==> config.mk <==
export PLATFORM = sky130hd
export DESIGN_NAME = lcd_bus_responder
export DESIGN_NICKNAME = d
export VERILOG_FILES = /design/src/rtl/lcd_pkg.sv /design/src/rtl/lcd_ddram.sv /design/src/rtl/lcd_bus_responder.sv
export SDC_FILE = /design/constraint.sdc
export NUM_CORES = 1
export LEC_CHECK = 0
export ABC_AREA = 1
export ABC_CLOCK_PERIOD_IN_PS = 5800
export CAP_MARGIN = 20
export CORE_UTILIZATION = 37
export CTS_BUF_LIST = sky130_fd_sc_hd__clkbuf_4
export CTS_CLUSTER_SIZE = 16
export DETAILED_ROUTE_END_ITERATION = 10
export DONT_BUFFER_PORTS = 1
export GPL_ROUTABILITY_DRIVEN = 0
export PLACE_DENSITY = 0.61
export SETUP_SLACK_MARGIN = 0.05
export SYNTH_ARGS = -nofsm -noshare
export SYNTH_HDL_FRONTEND = slang
export SYNTH_SLANG_ARGS = --single-unit
==> constraint.sdc <==
create_clock -name clk -period 5.8 [get_ports clk]
set_clock_uncertainty 0.1 [all_clocks]
set_input_delay 0.87 -clock clk [delete_from_list [all_inputs] [get_ports clk]]
set_output_delay 0.87 -clock clk [all_outputs]
set_load 0.02 [all_outputs]
==> src/rtl/lcd_pkg.sv <==
// Shared FSM states, instruction-bit positions and AC stepping for the LCD bus responder.
package lcd_pkg;

    typedef enum logic [2:0] {IDLE, EXEC, CLEAR_FILL, INIT_FILL, BUSY} state_t;

    // Leading-one positions of the instruction byte.
    localparam int B_SET_DDRAM = 7;
    localparam int B_SET_CGRAM = 6;
    localparam int B_FUNC      = 5;
    localparam int B_SHIFT     = 4;
    localparam int B_DISP      = 3;
    localparam int B_ENTRY     = 2;
    localparam int B_HOME      = 1;
    localparam int B_CLEAR     = 0;

    // Argument bits inside the instructions.
    localparam int B_DL = 4;
    localparam int B_SC = 3;
    localparam int B_RL = 2;
    localparam int B_ID = 1;
    localparam int B_SH = 0;

    localparam logic [7:0] LCD_SPACE = 8'h20;

    function automatic logic [6:0] ac_step(input logic [6:0] ac, input logic inc, input int depth);
        if (inc) return (int'(ac) >= depth - 1) ? 7'd0 : ac + 7'd1;
        return (ac == 7'd0) ? 7'(depth - 1) : ac - 7'd1;
    endfunction

endpackage

==> src/rtl/lcd_ddram.sv <==
// Character RAM: read/write port for the FSM, independent synchronous read port for debug.
module lcd_ddram #(
    parameter int DEPTH = 80
) (
    input  logic       clk,
    input  logic       reset,
    input  logic       i_a_we,
    input  logic [6:0] i_a_addr,
    input  logic [7:0] i_a_wdata,
    output logic [7:0] o_a_rdata,
    input  logic [6:0] i_b_addr,
    output logic [7:0] o_b_rdata
);
    logic [7:0] r_mem [DEPTH];
    logic [7:0] r_a_q, r_b_q;
    logic       w_a_ok, w_b_ok;

    assign w_a_ok = int'(i_a_addr) < DEPTH;
    assign w_b_ok = int'(i_b_addr) < DEPTH;

    always_ff @(posedge clk) begin
        if (i_a_we && w_a_ok) r_mem[i_a_addr] <= i_a_wdata;
    end

    // Reads sample the array before this cycle's write lands (read-old).
    always_ff @(posedge clk or posedge reset) begin
        if (reset) begin
            r_a_q <= '0;
            r_b_q <= '0;
        end else begin
            r_a_q <= w_a_ok ? r_mem[i_a_addr] : '0;
            r_b_q <= w_b_ok ? r_mem[i_b_addr] : '0;
        end
    end

    assign o_a_rdata = r_a_q;
    assign o_b_rdata = r_b_q;
endmodule

==> src/rtl/lcd_bus_responder.sv <==
// Display-side HD44780 responder: samples the controller's E/RS/RW/DB bus, executes
// instructions and data writes into a DDRAM image, and answers BF/AC and data reads.
module lcd_bus_responder
    import lcd_pkg::*;
#(
    parameter int DDRAM_DEPTH = 80,
    parameter int BUSY_SHORT  = 2000,
    parameter int BUSY_LONG   = 76500
) (
    input  logic       clk,
    input  logic       reset,
    input  logic       e,
    input  logic       rs,
    input  logic       rw,
    input  logic [7:0] lcd_data_in,
    output logic [7:0] lcd_data_out,
    output logic       lcd_data_oe,
    output logic       busy,
    output logic       disp_on,
    output logic       cursor_on,
    output logic       blink_on,
    output logic       entry_inc,
    output logic       entry_shift,
    output logic       func_8bit,
    input  logic [6:0] rd_addr,
    output logic [7:0] rd_data,
    output logic       cmd_valid,
    output logic [7:0] cmd_code,
    output logic       protocol_err
);
    localparam int         CNT_W     = $clog2(BUSY_LONG + 1);
    localparam logic [6:0] LAST_CELL = 7'(DDRAM_DEPTH - 1);

    logic [1:0]       r_e_sync, r_rs_sync, r_rw_sync;
    logic [7:0]       r_db_s1, r_db_s2;
    logic             r_e_d, r_rise_d;
    logic             r_cap_rs, r_cap_rw;
    logic [7:0]       r_cap_db;

    state_t           r_state, w_next;
    logic [6:0]       r_ac, r_fill_idx;
    logic [CNT_W-1:0] r_cnt;
    logic             r_busy, r_perr;
    logic             r_disp, r_cursor, r_blink, r_inc, r_shift, r_dl;
    logic [7:0]       r_cmd, r_prefetch;
    logic             r_cmd_rs;

    logic       w_e, w_rs, w_rw, w_rise, w_fall;
    logic       w_wr_fall, w_wr_ok, w_rd_fall, w_fill, w_fill_last;
    logic       w_is_clear, w_is_home, w_ram_we;
    logic [6:0] w_ram_addr;
    logic [7:0] w_ram_wd, w_ram_q;

    assign w_e    = r_e_sync[1];
    assign w_rs   = r_rs_sync[1];
    assign w_rw   = r_rw_sync[1];
    assign w_rise = w_e & ~r_e_d;
    assign w_fall = ~w_e & r_e_d;

    // A bus cycle's rs/rw/data are whatever was last seen while E was high.
    always_ff @(posedge clk or posedge reset) begin
        if (reset) begin
            r_e_sync  <= '0;
            r_rs_sync <= '0;
            r_rw_sync <= '0;
            r_db_s1   <= '0;
            r_db_s2   <= '0;
            r_e_d     <= 1'b0;
            r_rise_d  <= 1'b0;
            r_cap_rs  <= 1'b0;
            r_cap_rw  <= 1'b0;
            r_cap_db  <= '0;
        end else begin
            r_e_sync  <= {r_e_sync[0], e};
            r_rs_sync <= {r_rs_sync[0], rs};
            r_rw_sync <= {r_rw_sync[0], rw};
            r_db_s1   <= lcd_data_in;
            r_db_s2   <= r_db_s1;
            r_e_d     <= w_e;
            r_rise_d  <= w_rise;
            if (w_e) begin
                r_cap_rs <= w_rs;
                r_cap_rw <= w_rw;
                r_cap_db <= r_db_s2;
            end
        end
    end

    assign w_wr_fall   = w_fall & ~r_cap_rw;
    assign w_wr_ok     = w_wr_fall & (r_state == IDLE) & ~r_busy;
    assign w_rd_fall   = w_fall & r_cap_rw & r_cap_rs;
    assign w_fill      = (r_state == CLEAR_FILL) || (r_state == INIT_FILL);
    assign w_fill_last = (r_fill_idx == LAST_CELL);
    assign w_is_clear  = ~r_cmd_rs & (r_cmd == 8'h01);
    assign w_is_home   = ~r_cmd_rs & (r_cmd[7:1] == 7'h01);

    always_ff @(posedge clk or posedge reset) begin
        if (reset) r_state <= INIT_FILL;
        else       r_state <= w_next;
    end

    always_comb begin
        w_next = r_state;
        case (r_state)
            IDLE:       if (w_wr_ok) w_next = EXEC;
            EXEC:       w_next = w_is_clear ? CLEAR_FILL : BUSY;
            CLEAR_FILL: if (w_fill_last) w_next = BUSY;
            INIT_FILL:  if (w_fill_last) w_next = IDLE;
            BUSY:       if (r_cnt == '0) w_next = IDLE;
            default:    w_next = IDLE;
        endcase
    end

    always_ff @(posedge clk or posedge reset) begin
        if (reset) begin
            r_ac       <= '0;
            r_fill_idx <= '0;
            r_cnt      <= '0;
            r_busy     <= 1'b1;
            r_perr     <= 1'b0;
            r_disp     <= 1'b0;
            r_cursor   <= 1'b0;
            r_blink    <= 1'b0;
            r_inc      <= 1'b1;
            r_shift    <= 1'b0;
            r_dl       <= 1'b1;
            r_cmd      <= '0;
            r_cmd_rs   <= 1'b0;
            r_prefetch <= '0;
        end else begin
            r_perr <= (w_wr_fall & ~w_wr_ok) | (w_rd_fall & r_busy);
            if (r_rise_d) r_prefetch <= w_ram_q;
            case (r_state)
                IDLE: begin
                    if (w_wr_ok) begin
                        r_cmd    <= r_cap_db;
                        r_cmd_rs <= r_cap_rs;
                        r_busy   <= 1'b1;
                    end else if (w_rd_fall && !r_busy) begin
                        r_ac <= ac_step(r_ac, r_inc, DDRAM_DEPTH);
                    end
                end
                EXEC: begin
                    // Clear/home busy time also covers the fill that follows.
                    r_cnt <= (w_is_clear || w_is_home) ? CNT_W'(BUSY_LONG) : CNT_W'(BUSY_SHORT);
                    if (r_cmd_rs)                  r_ac <= ac_step(r_ac, r_inc, DDRAM_DEPTH);
                    else if (r_cmd[B_SET_DDRAM])   r_ac <= (int'(r_cmd[6:0]) >= DDRAM_DEPTH) ? 7'd0 : r_cmd[6:0];
                    else if (r_cmd[B_SET_CGRAM]) begin
                    end
                    else if (r_cmd[B_FUNC])        r_dl <= r_cmd[B_DL];
                    else if (r_cmd[B_SHIFT]) begin
                        if (!r_cmd[B_SC]) r_ac <= ac_step(r_ac, r_cmd[B_RL], DDRAM_DEPTH);
                    end
                    else if (r_cmd[B_DISP])        {r_disp, r_cursor, r_blink} <= r_cmd[2:0];
                    else if (r_cmd[B_ENTRY]) begin
                        r_inc   <= r_cmd[B_ID];
                        r_shift <= r_cmd[B_SH];
                    end
                    else if (r_cmd[B_HOME])        r_ac <= '0;
                    else if (r_cmd[B_CLEAR]) begin
                        r_ac  <= '0;
                        r_inc <= 1'b1;
                    end
                end
                CLEAR_FILL, INIT_FILL: begin
                    r_fill_idx <= w_fill_last ? 7'd0 : r_fill_idx + 7'd1;
                    if (r_cnt != '0) r_cnt <= r_cnt - CNT_W'(1);
                    if (r_state == INIT_FILL && w_fill_last) r_busy <= 1'b0;
                end
                BUSY: begin
                    if (r_cnt == '0) r_busy <= 1'b0;
                    else             r_cnt  <= r_cnt - CNT_W'(1);
                end
                default: ;
            endcase
        end
    end

    assign w_ram_we   = w_fill | ((r_state == EXEC) & r_cmd_rs);
    assign w_ram_addr = w_fill ? r_fill_idx : r_ac;
    assign w_ram_wd   = w_fill ? LCD_SPACE : r_cmd;

    lcd_ddram #(.DEPTH(DDRAM_DEPTH)) u_ddram (
        .clk       (clk),
        .reset     (reset),
        .i_a_we    (w_ram_we),
        .i_a_addr  (w_ram_addr),
        .i_a_wdata (w_ram_wd),
        .o_a_rdata (w_ram_q),
        .i_b_addr  (rd_addr),
        .o_b_rdata (rd_data)
    );

    assign lcd_data_oe  = w_e & w_rw;
    assign lcd_data_out = lcd_data_oe ? (w_rs ? r_prefetch : {r_busy, r_ac}) : 8'h00;
    assign busy         = r_busy;
    assign disp_on      = r_disp;
    assign cursor_on    = r_cursor;
    assign blink_on     = r_blink;
    assign entry_inc    = r_inc;
    assign entry_shift  = r_shift;
    assign func_8bit    = r_dl;
    assign cmd_valid    = (r_state == EXEC);
    assign cmd_code     = r_cmd;
    assign protocol_err = r_perr;
endmodule

After elaboration in Yosys (flattened, before gate mapping)
Memory sizes are Yosys's and may differ from the RTL's.
Index checks and enable logic that the tools add are counted.
{"block": "word_totals", "input_bits": 20, "ram_bits": 640, "ff_bits": 109, "out_inout_bits": 34, "mem_count": 1, "elab_cells": 169}
{"block": "classes", "n_reduce_logical": 24, "bitwise_logic": 26, "add_sub_neg": 4, "order_cmp": 4, "eq_ne": 22, "muxes": 61}
{"memory": "u_ddram.r_mem", "depth": 80, "width": 8, "read_ports": 2, "rd_clocked_by_memory_dff": 0, "write_ports": 1, "line_no": "lcd_ddram.sv:14", "source": "logic [7:0] r_mem [DEPTH];"}
{"cell": "two-way mux 7 bit", "count": 22}
{"cell": "two-way mux 17 bit", "count": 3}
{"cell": "one-hot mux 17 bit (3 select lines)", "count": 1}
{"cell": "two-way mux 8 bit", "count": 5}
{"cell": "two-way mux 1 bit", "count": 22}
{"cell": "logical NOT 17 bit", "count": 1}
{"cell": "nonzero test 17 bit", "count": 1}
{"cell": "subtractor 17 x 1 -> 17 bit (second input constant)", "count": 1}
{"cell": "!= test 2 bit (second input constant)", "count": 8}
{"cell": "AND reduction 8 bit", "count": 2}
{"cell": "two-way mux 3 bit", "count": 5}
{"cell": "one-hot mux 3 bit (5 select lines)", "count": 1}
{"cell": "adder 7 x 1 -> 7 bit (second input constant)", "count": 2}
{"cell": "greater-or-equal comparator 7 bit (second input constant)", "count": 2}
{"cell": "< comparator 7 bit (second input constant)", "count": 2}
{"cell": "one-hot mux 7 bit (2 select lines)", "count": 1}
{"cell": "AND 1 bit", "count": 13}
{"cell": "!= test 4 x 2 -> 1 bit (second input constant)", "count": 3}
{"cell": "NOT 1 bit", "count": 11}
{"cell": "AND reduction 9 bit", "count": 1}
{"cell": "equality test 8 x 1 -> 1 bit (second input constant)", "count": 1}
{"cell": "AND reduction 4 bit", "count": 2}
{"cell": "equality test 7 x 1 -> 1 bit (second input constant)", "count": 1}
{"cell": "equality test 7 bit (second input constant)", "count": 1}
{"cell": "other kinds (21)", "count": 29}

Longest topological paths before layout
Gate-level depths: netlist (run 1).
{"block": "logic_depth", "depth_word": 16, "depth_mapped": 18, "ltp_nobuf": 17}

Hierarchy
A second synthesis (run 1) with hierarchy kept.
{"block": "hier_totals", "hier_cells": 4498, "area_unflattened_um2": 38481.9}
{"module": "lcd_ddram", "cells_per_inst": 3889, "area_per_inst_um2": 33646.0, "seq_area_each_um2": 19618.8, "n_inst": 1}
{"module": "lcd_bus_responder", "cells_per_inst": 609, "area_per_inst_um2": 4835.9, "seq_area_each_um2": 2333.5, "n_inst": 1}

Worst setup path after synthesis (run 1)
OpenSTA, ideal clock, no wires.
{"block": "synth_path", "kind": "reg2reg", "from": "register r_cmd[7], in the netlist cmd_code[7]", "to": "memory u_ddram.r_mem[0][7] (data pin)", "path_slack_ps": 2380, "required_ps": 5127, "path_stages_with_launch": 4, "setup_ps": 573, "period_less_slack_ps": 3420, "arrival_ps": 2747, "n_path_buf": 1, "path_cell_list": "dfrtp_1 clkbuf_1 inv_1 nor2_1"}
{"block": "synth_via", "elab_chain_len": 1}
{"item": "start, declared", "line_no": "lcd_bus_responder.sv:45", "source": "logic [7:0] r_cmd, r_prefetch;"}
{"item": "start signal, assigned", "line_no": "lcd_bus_responder.sv:136", "source": "r_cmd <= r_cap_db;"}
{"item": "two-way mux 8 bit", "line_no": "lcd_bus_responder.sv:181", "source": "assign w_ram_wd = w_fill ? LCD_SPACE : r_cmd;"}
{"item": "named net u_ddram.i_a_wdata[7]", "line_no": "lcd_ddram.sv:9", "source": "input logic [7:0] i_a_wdata,"}
{"item": "end, declared", "line_no": "lcd_ddram.sv:14"}
The timed path passes the listed nets, and every way through them passes these cells.

Worst setup path in the final report (run 1)
{"block": "layout_path", "from": "input port rd_addr[1]", "to": "register u_ddram.r_b_q[5], in the netlist u_ddram.o_b_rdata[5]"}
{"block": "layout_via", "elab_chain_len": 2, "elab_cells_between_ends": 3, "cone_classes": "order compare (1); mux (1); memory (1)"}
{"item": "start, declared", "line_no": "lcd_bus_responder.sv:25", "source": "input logic [6:0] rd_addr,"}
{"item": "memory read (80 x 8 bit) or < comparator 7 bit (tied branches)"}
{"item": "two-way mux 8 bit (*)", "line_no": "lcd_ddram.sv:32", "source": "r_b_q <= w_b_ok ? r_mem[i_b_addr] : '0;"}
{"item": "end signal, assigned", "line_no": "lcd_ddram.sv:32"}
{"item": "end, declared", "line_no": "lcd_ddram.sv:15", "source": "logic [7:0] r_a_q, r_b_q;"}
Every way passes the cells marked *; elsewhere a longest branch is shown, timed or not.
A chain may end at the register's enable or synchronous reset.

==> results of run 1 <==
-- worst max-delay path, delay by kind of cell --
kind	cells	cell delay (ns)
buf+inv	5	2.93
simple gates	5	0.56
compound gates	3	0.52
-- kinds of logic after synthesis --
kind of cell	after synthesis	synth area share, %
muxes	3	0.0893
buffers and inverters	615	6.42
adders and majority gates	6	0.199
and+or+nand+nor	1865	19.9
DFF	749	58.1
AOI/OAI and AO/OA	1054	15.1
xor gates and xnor gates	8	0.185
-- layout by cell type (no fill, tap or decap), types with 10 or more instances in the layout --
cell type	instances
nand3b_1	17
o21ai_0	665
o22ai_1	15
inv_1	326
nor2_4	10
clkinv_1	54
nand3_1	243
o211ai_1	80
edfxtp_1	640
nor3_1	16
o21ai_1	13
dlygate4sd3_1	18
nand4_1	10
dfrtp_1	104
a21oi_1	210
nor2_1	492
buf_4	62
clkbuf_4	266
o221ai_1	36
nand2_1	1051
a31oi_1	18
-- power groups by stage --
stage / combinational [W] / sequential, W / clock (W)
3_5_place_dp: 0.00757 / 0.00728 / 0
4_1_cts: 0.00761 / 0.00717 / 0.00475
3_3_place_gp: 0.00753 / 0.00728 / 0
6_report: 0.00779 / 0.00718 / 0.00468
5_1_grt: 0.00843 / 0.00720 / 0.00501
2_1_floorplan: 0.00483 / 0.00720 / 0
-- per-layer routing --
layer,vias to the layer above,track usage [%]
met3,310,6.57
met1,15300,33.0
li1,14800,-
met4,0,10.1
met2,1976,37.1
met5,-,0
-- final cells by class --
cell class | count | area share [%]
clock inverter | 71 | 1.11
inverter | 339 | 3.09
antenna | 5 | 0.0300
multi-input combinational | 2936 | 32.4
tap | 1357 | 4.07
timing repair buffer | 86 | 1.84
sequential | 749 | 52.6
clock buffer | 266 | 4.79
-- final timing paths --
check                                  endpoint  depth (start not counted)
max reg2reg                u_ddram.r_mem[20][1]                          6
min                        u_ddram.o_b_rdata[6]                          4
max                        u_ddram.o_b_rdata[5]                         13
max in group asynchronous  u_ddram.o_b_rdata[5]                          3
min in group asynchronous               r_ac[1]                          2
min reg2reg                          r_db_s2[6]                          0
-- registers in the layout, summed over array words and instances (netlist names), 2 cells and up --
signal and cells:
r_state 3, r_prefetch 8, r_e_sync 2, r_cap_db 8, r_ac 7, u_ddram.o_a_rdata 8, r_db_s1 8, r_fill_idx 7
r_cnt 17, cmd_code 8, u_ddram.o_b_rdata 8, r_rs_sync 2, r_db_s2 8, u_ddram.r_mem 640, r_rw_sync 2
-- metrics by stage --
| stage | utilization [%] | hold WS (ns) | cells | setup WS [ns] |
|---|---|---|---|---|
| 2_1_floorplan | - | 0.231 | 4300 | 1.96 |
| 3_3_place_gp | 38.8 | 0.236 | 5449 | 1.96 |
| 3_5_place_dp | 38.8 | 0.235 | 5449 | 1.85 |
| 4_1_cts | 41.4 | 0.00201 | 5804 | 1.57 |
| 5_1_grt | 41.4 | 0.0579 | 5808 | 1.44 |
| 6_report | 41.4 | 0.110 | 5809 | 1.61 |
==> impl_metrics.yaml, run 1 <==
floorplanning:
  rows: 116
  dieWidth_um: 322
  die_y_um: 322
  pin_count: 54
  start_util_pct: 37.5
  core_area_mm2: 0.101
  dieArea_mm2: 0.103
worst_setup_path:
  cp_max_fo: 138
  critPathMaxStageDelay_ns: 0.78
  critPathArrivalTime_ns: 5.08
  criticalPathCategory: "in -> reg"
  endpoint_kind: "register"
  reg2reg_slack_ns: 1.66
  worstReg2RegStart: "r_state[1]"
  worst-endpoint-required_ns: 6.69
  start_kind: "primary input"
  startpoint: "rd_addr[1]"
  slowest_stage: "inv_6"
  path_cells: "inv_6, buf_4, o21ai_0, o221ai_1, nand3_1, nand3_1, nand2_1, dlygate4sd3_1, a21oi_1, dlygate4sd3_1, nor2_1, dlygate4sd3_1, nor2_1"
  crit_top_cell: "dlygate4sd3_1"
finish:
  multiInputGateArea_mm2: 0.0135
  syn2layout_area_growth_pct: 10.3
  final_cell_area_mm2: 0.0417
  drive_above_1_share_pct: 9.15
  nets: 4328
  fill_cells: 10000
  seqCellArea_mm2: 0.0220
timing:
  fmax_mhz: 239
  fin_crit_sh_pct: 72.3
  fin_crit_ns: 4.19
  drv_slew: 0
  relSlewSlack_pct: 29.8
  rsz0062_at_grt: "no"
  hold_violations: 0
  finalSetupTns_ns: 0
  setup_viol: 0
  worstMarginPinSlew_ns: 1.05
power:
  swShare_pct: 44.1
  p_leak_nw: 16.4
  power.density_mw_per_mm2: 471
  p_clk_share_pct: 23.8
  irDropWorstVdd_mv: 0.519
  net-switching-power_w: 0.00867
  seqPwrFrac_pct: 36.5
  pwr-share-comb_pct: 39.7
  total_power_w: 0.0196
  p_int_w: 0.0110
place:
  dpl-instance-area_mm2: 0.0391
  dp_hpwl_um: 77000
  numPortBuffers: 0
hold_path:
  hold_path_class: "in -> reg"
  hp-start: "rd_addr[5]"
synth:
  yosys-top-cells-count: "1055 x nand2_1, 665 x o21ai_0, 640 x edfxtp_1, 499 x nor2_1, 329 x inv_1"
  yosys_warnings: 0
  avgSynthCellArea_um2: 8.79
  syn_nets: 4326
  synth.distinct_cells: 45
  syn-cell-area_mm2: 0.0378
  ys_async_sr_fraction_pct: 14.6
  synthTopCellsByArea: "edfxtp_1 51%, nand2_1 10%, o21ai_0 8.8%"
  postSynthCellCount: 4300
  ys_seq_area_share_pct: 58.1
  synth.most_common_cell: "nand2_1"
  synth-edff-count: 640
  synth_largest_area_cell: "edfxtp_1"
  synth_flop_cell: "edfxtp_1"
  yosys_register_bits: 749
  synth_top_area_share_pct: 50.8
detailed_routing:
  drt_iter0_markers: 4236
  drc: 0
  routed_wl_um: 128000
  met3_length_um: 15300
  top_layer_used: "met4"
  first_pass_iters: 6
  met2_length_um: 56400
  viasPerCell: 5.57
  post_drt_wl_per_cell_um: 22.1
  postRouteAntennaNets: 0
  wl_met1_um: 51900
  dr_total_vias: 32400
grt:
  grt_pass1_wl_um: 190000
  grt_pass1_vias: 30400
  grt_antenna_before_repair: 2
  gr-usage-all-layers_pct: 24.5
  grt_overflow: 0
  grt_max_degree: 235
clock_network:
  cts_made_buffers: 190
  cts.clk_slew.worst_paths_ns: 0.07
  cts_resized: 0
  cts_tree: "done"
  cts-root-buf: "clkbuf_4"
  h-tree-depth: 4
  clk-insertion-delay-late_ns: 1.11
  cts_setup_buffers: 0
  cts_sinks: 749
  cts_hold_buf: 18
  clk_path_buf_depth: 3
job:
  cap_violations: 0
status:
  status: "completed"
(Power assumes the default switching activity.)
==> run 2: changes to the inputs <==
- ABC_CLOCK_PERIOD_IN_PS: 5800 -> 4100
- clock period: 5.8 -> 4.1 ns (I/O delays scaled with it)
==> run 2 against run 1 <==
Compared with the run above: clock-buffer cell count increased by 15; cell count up 1.7%; via count rose by 1.1%.
==> impl_metrics.yaml, run 2 (synthesized netlist as in run 1, its figures left out) <==
status:
  status: "completed"
power:
  irDropWorstVdd_mv: 0.615
  total_power_w: 0.0282
  p_leak_nw: 16.9
  power.density_mw_per_mm2: 660
worst_setup_path:
  start_kind: "primary input"
  cp_max_fo: 138
  criticalPathCategory: "in -> reg"
  rr_endpoint: "u_ddram.r_mem[33][5]"
  reg2reg_slack_ns: 0.40
  worst-endpoint-required_ns: 4.99
  reg2reg_depth: 8
  worstReg2RegStart: "r_state[1]"
  endpoint_kind: "register"
  critPathArrivalTime_ns: 4.81
hold_path:
  whs_path_depth: 4
  hp-start: "rd_addr[3]"
  hold_path_class: "in -> reg"
  hold_path_end: "u_ddram.o_b_rdata[0]"
floorplanning:
  dieWidth_um: 322
  pin_count: 54
  die_y_um: 322
  dieArea_mm2: 0.103
  rows: 116
  start_util_pct: 37.5
  core_area_mm2: 0.101
grt:
  busiest_layer: "met2"
  met1_usage_pct: 32.7
  grt_pass1_vias: 30600
  gr-usage-met2_pct: 37.3
  grt_antenna_before_repair: 5
  gr-usage-all-layers_pct: 24.6
  use_met3_pct: 7.24
  grt_overflow: 0
  grt_max_degree: 221
  grt_pass1_wl_um: 191000
clock_network:
  h-tree-depth: 4
  cts-root-buf: "clkbuf_4"
  clk_path_buf_depth: 3
  cts_made_buffers: 195
  cts.clk_slew.worst_paths_ns: 0.07
  clk-insertion-delay-late_ns: 1.13
  cts_sinks: 749
  cts_tree: "done"
timing:
  worstMarginPinSlew_ns: 1.11
  relSlewSlack_pct: 25.6
  fin_crit_sh_pct: 95.6
  finalSetupTns_ns: 0
  fin_crit_ns: 3.92
  fmax_mhz: 255
  setup_viol: 0
  rsz0062_at_grt: "no"
  drv_slew: 0
  hold_violations: 0
finish:
  fin_cells: 5906
  fin_util_pct: 42.4
  final_cell_mix: "1051 x nand2_1, 665 x o21ai_0, 640 x edfxtp_1"
  nets: 4420
  syn2layout_area_growth_pct: 12.9
  top_register: "u_ddram.r_mem"
  drive_above_1_share_pct: 10.8
  top_regs: "u_ddram.r_mem (640), r_cnt (17)"
  largest_register_ffs: 640
  final_common_cell: "nand2_1"
place:
  dp_hpwl_um: 78300
  dp_cells: 5514
  numPortBuffers: 0
detailed_routing:
  post_drt_wl_per_cell_um: 21.8
  first_pass_iters: 7
  drc: 0
  dr_total_vias: 32700
  postRouteAntennaNets: 0
  drt_iter0_markers: 4494
  routed_wl_um: 129000
  viasPerCell: 5.54
job:
  cap_violations: 0
## run 2: cell count changes in the layout (fill, tap and decap cells not counted), moves of 2 or more
| cell | change |
|---|---|
| buf_4 | +49 |
| dlygate4sd3_1 | +21 |
| buf_12 | +16 |
| clkbuf_4 | +15 |
| clkinv_1 | -9 |
| clkinv_2 | +5 |
| inv_6 | -3 |
| bufinv_16 | -2 |
| clkinv_4 | +2 |
## run 2: per-layer routing
metal,up-vias,share of wire [%]
met1,15400,40
met5,-,0.019
met3,335,12
met2,2001,44
li1,15000,-
met4,6,3.8
## run 2: final cells by class
cell class                 instances  area (um2)
sequential                       749       22000
multi-input combinational       2936       13500
antenna                            4        10.0
clock buffer                     281        2110
fill                           10000       58000
tap                             1357        1700
clock inverter                    67         405
timing repair buffer             173        1690
inverter                         339        1290
## run 2: metrics by stage
stage	worst slack (ns)	hold WS (ns)	cell area [um2]
5_1_grt	0.138	0.0494	42700
4_1_cts	0.365	0.00204	42600
2_1_floorplan	0.519	0.231	37800
6_report	0.180	0.128	42700
3_5_place_dp	0.530	0.238	39700
3_3_place_gp	0.623	0.237	39700
## run 2: report_power, final
group	internal, W	switching [W]
clock	0.00340	0.00322
combinational	0.00276	0.00859
sequential	0.00967	0.000503
## run 2: worst max-delay path by stage
stage / start / cells past startpoint / to
final: rd_addr[1] / 16 / u_ddram.o_b_rdata[7]
after global routing: rd_addr[1] / 15 / u_ddram.o_b_rdata[7]
after CTS: rd_addr[1] / 15 / u_ddram.o_b_rdata[7]
after detailed placement: r_state[1] / 8 / u_ddram.r_mem[33][1]
after global placement: r_state[1] / 8 / u_ddram.r_mem[33][6]
after floorplan: reset / 1 / blink_on
## run 2: critical path, stage by stage
cell	delay [ns]
inv_8	0.49
buf_4	0.32
buf_4	0.18
a21oi_1	0.04
o21ai_0	0.13
o211ai_1	0.12
nand3_1	0.09
nand3_1	0.08
nand2_1	0.07
dlygate4sd3_1	0.57
a21oi_1	0.04
dlygate4sd3_1	0.57
nor2_1	0.08
dlygate4sd3_1	0.55
nor2_1	0.05
dlygate4sd3_1	0.59
## run 2: what timing repair did
action | CTS | global route
hold buffers | 38 | 1
endpoints found under the setup margin | 0 | 1
setup buffers | 0 | 0
gates resized for setup | 0 | 1
endpoints found under the hold margin | 99 | 12
